<file path="src/rtl/mul_error_sweeper.sv">
// Sweeps every operand pair into an external approximate multiplier and
// accumulates error statistics against the exact product.
module mul_error_sweeper #(
  parameter int WIDTH     = 8,
  parameter int ACC_WIDTH = 32
) (
  input  logic                   clk,
  input  logic                   rst,
  input  logic                   start,
  input  logic                   abort,
  output logic [WIDTH-1:0]       mul_in1,
  output logic [WIDTH-1:0]       mul_in2,
  input  logic [2*WIDTH-2:0]     mul_out,
  input  logic                   mul_overflow,
  output logic                   busy,
  output logic                   done,
  output logic [2*WIDTH:0]       sample_cnt,
  output logic [2*WIDTH:0]       err_cnt,
  output logic [2*WIDTH-1:0]     max_ed,
  output logic [ACC_WIDTH-1:0]   sum_ed
);

  localparam int PW = 2 * WIDTH;
  localparam int CW = 2 * WIDTH + 1;
  localparam logic [PW-1:0] IDX_ONE = {{(PW-1){1'b0}}, 1'b1};
  localparam logic [CW-1:0] CNT_ONE = {{(CW-1){1'b0}}, 1'b1};

  if (ACC_WIDTH < 4 * WIDTH) begin : g_acc_width_check
    $error("mul_error_sweeper: ACC_WIDTH must be at least 4*WIDTH");
  end

  typedef enum logic [1:0] {
    ST_IDLE  = 2'd0,
    ST_SWEEP = 2'd1,
    ST_DRAIN = 2'd2,
    ST_DONE  = 2'd3
  } state_t;

  state_t                state_r;
  state_t                state_next_s;
  logic                  busy_next_s;
  logic                  done_next_s;
  logic                  busy_r;
  logic                  done_r;
  logic                  start_ok_s;
  logic [PW-1:0]         idx_r;
  logic                  op_valid_r;
  logic                  s1_valid_r;
  logic [PW-1:0]         approx_r;
  logic [PW-1:0]         exact_r;
  logic [PW-1:0]         exact_s;
  logic [PW-1:0]         ed_s;
  logic [CW-1:0]         sample_cnt_r;
  logic [CW-1:0]         err_cnt_r;
  logic [PW-1:0]         max_ed_r;
  logic [ACC_WIDTH-1:0]  sum_ed_r;

  function automatic logic [PW-1:0] abs_diff(input logic [PW-1:0] a, input logic [PW-1:0] b);
    logic [PW-1:0] d;
    if (a >= b) begin
      d = a - b;
    end else begin
      d = b - a;
    end
    return d;
  endfunction

  assign start_ok_s = start && !abort && ((state_r == ST_IDLE) || (state_r == ST_DONE));
  assign exact_s    = PW'(idx_r[WIDTH-1:0]) * PW'(idx_r[PW-1:WIDTH]);
  assign ed_s       = abs_diff(approx_r, exact_r);

  // State register
  always_ff @(posedge clk or posedge rst) begin
    if (rst) begin
      state_r <= ST_IDLE;
    end else begin
      state_r <= state_next_s;
    end
  end

  // Next-state logic; abort overrides everything, start only counts when idle or done
  always_comb begin
    state_next_s = state_r;
    if (abort) begin
      state_next_s = ST_IDLE;
    end else begin
      case (state_r)
        ST_IDLE:  state_next_s = start ? ST_SWEEP : ST_IDLE;
        ST_SWEEP: state_next_s = (&idx_r) ? ST_DRAIN : ST_SWEEP;
        ST_DRAIN: state_next_s = ST_DONE;
        ST_DONE:  state_next_s = start ? ST_SWEEP : ST_DONE;
        default:  state_next_s = ST_IDLE;
      endcase
    end
  end

  // Status decode from the upcoming state so busy/done come straight from flops
  always_comb begin
    busy_next_s = 1'b0;
    done_next_s = 1'b0;
    case (state_next_s)
      ST_SWEEP: busy_next_s = 1'b1;
      ST_DRAIN: busy_next_s = 1'b1;
      ST_DONE:  done_next_s = 1'b1;
      default: begin
        busy_next_s = 1'b0;
        done_next_s = 1'b0;
      end
    endcase
  end

  // Status output registers
  always_ff @(posedge clk or posedge rst) begin
    if (rst) begin
      busy_r <= 1'b0;
      done_r <= 1'b0;
    end else begin
      busy_r <= busy_next_s;
      done_r <= done_next_s;
    end
  end

  // Operand index, two-stage compare pipeline and statistics accumulators
  always_ff @(posedge clk or posedge rst) begin
    if (rst) begin
      idx_r        <= {PW{1'b0}};
      op_valid_r   <= 1'b0;
      s1_valid_r   <= 1'b0;
      approx_r     <= {PW{1'b0}};
      exact_r      <= {PW{1'b0}};
      sample_cnt_r <= {CW{1'b0}};
      err_cnt_r    <= {CW{1'b0}};
      max_ed_r     <= {PW{1'b0}};
      sum_ed_r     <= {ACC_WIDTH{1'b0}};
    end else if (abort) begin
      // statistics stay frozen; the sample in flight is dropped
      idx_r      <= {PW{1'b0}};
      op_valid_r <= 1'b0;
      s1_valid_r <= 1'b0;
    end else if (start_ok_s) begin
      idx_r        <= {PW{1'b0}};
      op_valid_r   <= 1'b1;
      s1_valid_r   <= 1'b0;
      sample_cnt_r <= {CW{1'b0}};
      err_cnt_r    <= {CW{1'b0}};
      max_ed_r     <= {PW{1'b0}};
      sum_ed_r     <= {ACC_WIDTH{1'b0}};
    end else begin
      if (op_valid_r) begin
        if (&idx_r) begin
          op_valid_r <= 1'b0;
        end else begin
          idx_r <= idx_r + IDX_ONE;
        end
        approx_r <= {mul_overflow, mul_out};
        exact_r  <= exact_s;
      end
      s1_valid_r <= op_valid_r;
      if (s1_valid_r) begin
        sample_cnt_r <= sample_cnt_r + CNT_ONE;
        if (ed_s != {PW{1'b0}}) begin
          err_cnt_r <= err_cnt_r + CNT_ONE;
        end
        if (ed_s > max_ed_r) begin
          max_ed_r <= ed_s;
        end
        sum_ed_r <= sum_ed_r + ACC_WIDTH'(ed_s);
      end
    end
  end

  assign mul_in1    = idx_r[WIDTH-1:0];
  assign mul_in2    = idx_r[PW-1:WIDTH];
  assign busy       = busy_r;
  assign done       = done_r;
  assign sample_cnt = sample_cnt_r;
  assign err_cnt    = err_cnt_r;
  assign max_ed     = max_ed_r;
  assign sum_ed     = sum_ed_r;

endmodule

</file>
<file path="config.mk">
export PLATFORM = sky130hd
export DESIGN_NAME = mul_error_sweeper
export DESIGN_NICKNAME = d
export VERILOG_FILES = /design/src/rtl/mul_error_sweeper.sv
export SDC_FILE = /design/constraint.sdc
export NUM_CORES = 1
export LEC_CHECK = 0
export CAP_MARGIN = 20
export CORE_MARGIN = 5
export CORE_UTILIZATION = 55
export CTS_CLUSTER_SIZE = 10
export DETAILED_ROUTE_END_ITERATION = 8
export PLACE_DENSITY_LB_ADDON = 0.2
export SLEW_MARGIN = 20
export SYNTH_ARGS = -nofsm -noshare
export SYNTH_HDL_FRONTEND = slang
export SYNTH_SLANG_ARGS = --single-unit
</file>
<file path="constraint.sdc">
create_clock -name clk -period 10.89 [get_ports clk]
set_input_delay 1.6335 -clock clk [delete_from_list [all_inputs] [get_ports clk]]
set_output_delay 1.6335 -clock clk [all_outputs]
set_load 0.1 [all_outputs]
</file>
==> PnR_summary.wiki <==
{| class="wikitable"
! Metric !! Value
|-
| Proportion of synthesized chip area in sequential cells || a little under a third
|-
| Number of distinct standard cells referenced by the synthesized netlist || just under 60
|-
| Post-Syn Instances || between 1000 and 1500
|-
| Area of the placeable core || 19300 um^2
|-
| Clock tree from TritonCTS || built
|-
| Post-Place Setup Slack || between 5000 and 6000 ps
|-
| Power per standard cell area || roughly 200 nW/um^2
|-
| HPWL reported at the end of detailed placement || 18900 um
|-
| Startpoint class of the critical path || flop
|-
| Maximum net fanout on the critical path || 14
|-
| Avg Inst Size Synth || 8.90 um^2
|-
| Reg-to-reg critical path endpoint || sum_ed[26]
|-
| Die Wd || about 150 um
|-
| Most common cell after layout, fill and taps aside || sky130_fd_sc_hd__dfrtp_1
|-
| Die area || between 20000 and 25000 um^2
|-
| Later-pin clock latency in the skew report || around 430 ps
|-
| Cell Chain, Critical Path || inv_1, ha_1, inv_1, fa_1, a21o_1, a21oi_2, a2111o_1, o211ai_4, mux2i_1, xnor2_1, ha_1, a21o_1, a21oi_1, o21ai_0, a31o_2, a2111oi_0, o41ai_1, a21boi_1, nor4_1, xnor2_1, nor2_1
|-
| Antenna viol nets, final || 0
|-
| Register-to-register path setup slack || 5470 ps
|-
| Clock Sinks || around 140
|-
| Worst IR drop on VDD || around 110 uV
|-
| CTS Buf Count || 17
|-
| Highest clock frequency the design can meet || between 0.15 and 0.2 GHz
|-
| Final routed DRC violation total || 0
|-
| Post-synth EDFFs || 0
|-
| WP data required || approximately 11000 ps
|-
| Post_cts resized || 0
|-
| Tightest slew margin relative to the limit || between 20 and 30%
|-
| Total buffers and inverters traversed by the critical path || 2
|-
| Synth Flop Type || sky130_fd_sc_hd__dfrtp_1
|-
| Final worst-path cycle share || 49.8%
|-
| I/O pins || between 100 and 150
|-
| Chip Height || approximately 150 um
|-
| Worst hold path depth || 2
|-
| TNS Setup || 0 ps
|-
| Number of max-slew violations in the final report || 0
|-
| Library cell contributing the largest single delay on the critical path || sky130_fd_sc_hd__a21boi_1
|-
| Per-cell routed wire length || between 15 and 20 um
|-
| Max Root-Sink Buffers || 2
|-
| Fin area || about 13000 um^2
|-
| Critical path capture point type || flop
|-
| Worst path setup slack after routing || about 5500 ps
|-
| Post-route total power || around 0.0025 W
|-
| Post-CTS Setup Inserts || 0
|-
| Time the worst path needs with I/O delays and setup || 5420 ps
|-
| Root Buffer Master || sky130_fd_sc_hd__clkbuf_16
|-
| Setup Skew || ~14 ps
|-
| Vias/cell || roughly 5.6
|-
| Starting density of the core || between 50 and 60%
|-
| Async SR Flop Fraction || 100%
|-
| Number of input and output port buffers inserted || around 120
|-
| Placer congestion estimate || ~0.9
|-
| Max capacitance violation total || 0
|-
| CTS HTree Levels || 4
|-
| Worst flop-to-flop path startpoint || approx_r[0]
|-
| R2R depth || 21
|-
| Synth warn || 0
|-
| Status || finished, final reports clean
|-
| DRT iter0 DRCs || between 400 and 500
|-
| Startpoint of the tightest hold check path || exact_r[15]
|-
| CP Data Arrival Time || 5720 ps
|-
| Total via count in the routed design || roughly 8800
|-
| Layout area overhead || 18.2%
|-
| Worst-Margin Slew || 1120 ps
|-
| Post-detailed-placement cell area || approximately 12000 um^2
|-
| Largest net degree at the start of global routing || 80
|-
| Post-synth design cell area || between 10000 and 15000 um^2
|-
| All-layer global routing usage || 23.6%
|-
| Final wirelength || roughly 26000 um
|-
| Fin. Hold Viols || 0
|-
| Unrepaired setup endpoints after global routing || false
|-
| Synthesized net count || roughly 1400
|-
| Layout cells sized above 1 || between 4 and 5%
|-
| Finish-stage setup viols || 0
|-
| Crit-path max cell delay || roughly 560 ps
|-
| Most used cells in the layout excluding fill and tap cells || sky130_fd_sc_hd__dfrtp_1 (136), sky130_fd_sc_hd__nand2_1 (130), sky130_fd_sc_hd__inv_1 (125), sky130_fd_sc_hd__clkdlybuf4s50_1 (119), sky130_fd_sc_hd__ha_1 (108)
|-
| Number of buffers inserted by hold repair at cts || 0
|-
| Worst hold endpoint || exact_r[15]
|-
| Number of placement rows || approximately 50
|-
| Finished Core Util || around two thirds
|-
| Clock slew seen by the registers of the worst setup and hold paths || ~70 ps
|-
| Initial antenna violation count || 1
|-
| First-pass iteration count of the detailed router || 5
|-
| Total overflow reported by the global router || 0
|-
| Cell family with most CP delay || compound AO/OA/AOI/OAI gates
|-
| Critical path type || reg2reg
|-
| Number of global-route vias before repair || between 8000 and 9000
|-
| First-pass GRT wire length || between 40000 and 50000 um
|-
| Nets@finish || about 1500
|-
| Worst min path class || reg2reg
|-
| Register bit total from synthesis || between 100 and 150
|-
| Static leakage power || 5.87 nW
|}
[synthesized netlist by cell type, drive strengths merged, types with 2 or more instances]
cell type / number / area (um^2)
a221oi: 2 / 17.5
nand2: 130 / 488
or4: 2 / 15.0
a21o: 18 / 135
xor2: 44 / 385
o31ai: 7 / 62.6
clkbuf: 38 / 143
and3: 19 / 119
a21oi: 47 / 246
a21boi: 5 / 37.5
mux2i: 28 / 280
nor2b: 7 / 43.8
nor3: 15 / 80.1
inv: 126 / 473
or3: 6 / 37.5
dfrtp: 136 / 3400
nor2: 97 / 364
ha: 108 / 1350
o21bai: 6 / 45.0
a2111oi: 3 / 26.3
o311a: 9 / 90.1
o31a: 2 / 17.5
nand3: 25 / 125
xnor2: 31 / 279
o21ai: 79 / 395
o21a: 20 / 150
a31oi: 19 / 119
a22o: 4 / 35.0
nand4: 18 / 113
o211ai: 3 / 36.3
or2: 6 / 37.5
fa: 39 / 781
buf: 16 / 123
o211a: 2 / 20.0
a211oi: 8 / 60.1
and2: 41 / 259
nand2b: 12 / 75.1
o41ai: 12 / 131
nor4: 7 / 43.8
[logic make-up (layout without fill, tap and decap cells)]
kind of cell,count (synthesis),count (layout),synth area share (%)
and+or+nand+nor,387,387,17.0
other,0,1,0
muxes,29,29,2.72
xor gates and xnor gates,75,75,6.20
DFF,136,136,31.8
buffers and inverters,180,281,6.89
adders and majority gates,147,147,19.9
AOI/OAI and AO/OA,250,250,15.5
[per-stage QoR]
step / hold WS [ps] / std cells
finish: 483 / 1571
global route: 501 / 1571
CTS: 486 / 1570
detailed placement: 472 / 1538
global placement: 467 / 1538
floorplan: 450 / 1204
[where the power goes]
| part | switching, W | internal (W) | total [W] | leakage [nW] |
|---|---|---|---|---|
| Sequential | 0.0000460 | 0.000557 | 0.000603 | 1.85 |
| Combinational | 0.000863 | 0.000457 | 0.00132 | 3.72 |
| Clock | 0.000252 | 0.000355 | 0.000607 | 0.303 |
| Total | 0.00116 | 0.00137 | 0.00253 | 5.87 |
[registers in the layout, summed over array words and instances (netlist names)]
register	flops
approx_r	16
busy	1
done	1
err_cnt	17
exact_r	16
idx_r	16
max_ed	16
op_valid_r	1
s1_valid_r	1
sample_cnt	17
state_r	2
sum_ed	32
[worst min-delay path, cell delays in order (launching register included)]
cell and delay, ps:
sky130_fd_sc_hd__dfrtp_1 340, sky130_fd_sc_hd__nand2_1 50, sky130_fd_sc_hd__o21ai_0 60
[metal layers]
| metal | vias up | global-route usage (%) | part of all wire [%] |
|---|---|---|---|
| met3 | 32 | 3.18 | 4.3 |
| li1 | 4264 | - | - |
| met4 | 0 | 7.37 | 2.0 |
| met5 | - | 0 | 0 |
| met2 | 194 | 40.2 | 50 |
| met1 | 4265 | 31.4 | 44 |
[worst max path at each step]
stage	from	end	slack, ps	cells after the start
finish	approx_r[0]	sum_ed[26]	5470	21
global route	approx_r[0]	sum_ed[30]	5020	21
CTS	approx_r[0]	sum_ed[26]	5470	21
detailed placement	approx_r[0]	sum_ed[26]	5500	21
global placement	exact_r[9]	sum_ed[26]	5570	17
floorplan	rst	approx_r[0]	5620	1
[layout make-up]
cell class / count / area (um^2)
multi-input combinational: 888 / 6600
antenna: 1 / 2.50
inverter: 126 / 478
sequential: 136 / 3400
tap: 265 / 332
clock buffer: 18 / 439
fill: 1633 / 6680
timing repair buffer: 123 / 1220
clock inverter: 14 / 181
(Power assumes the default switching activity.)
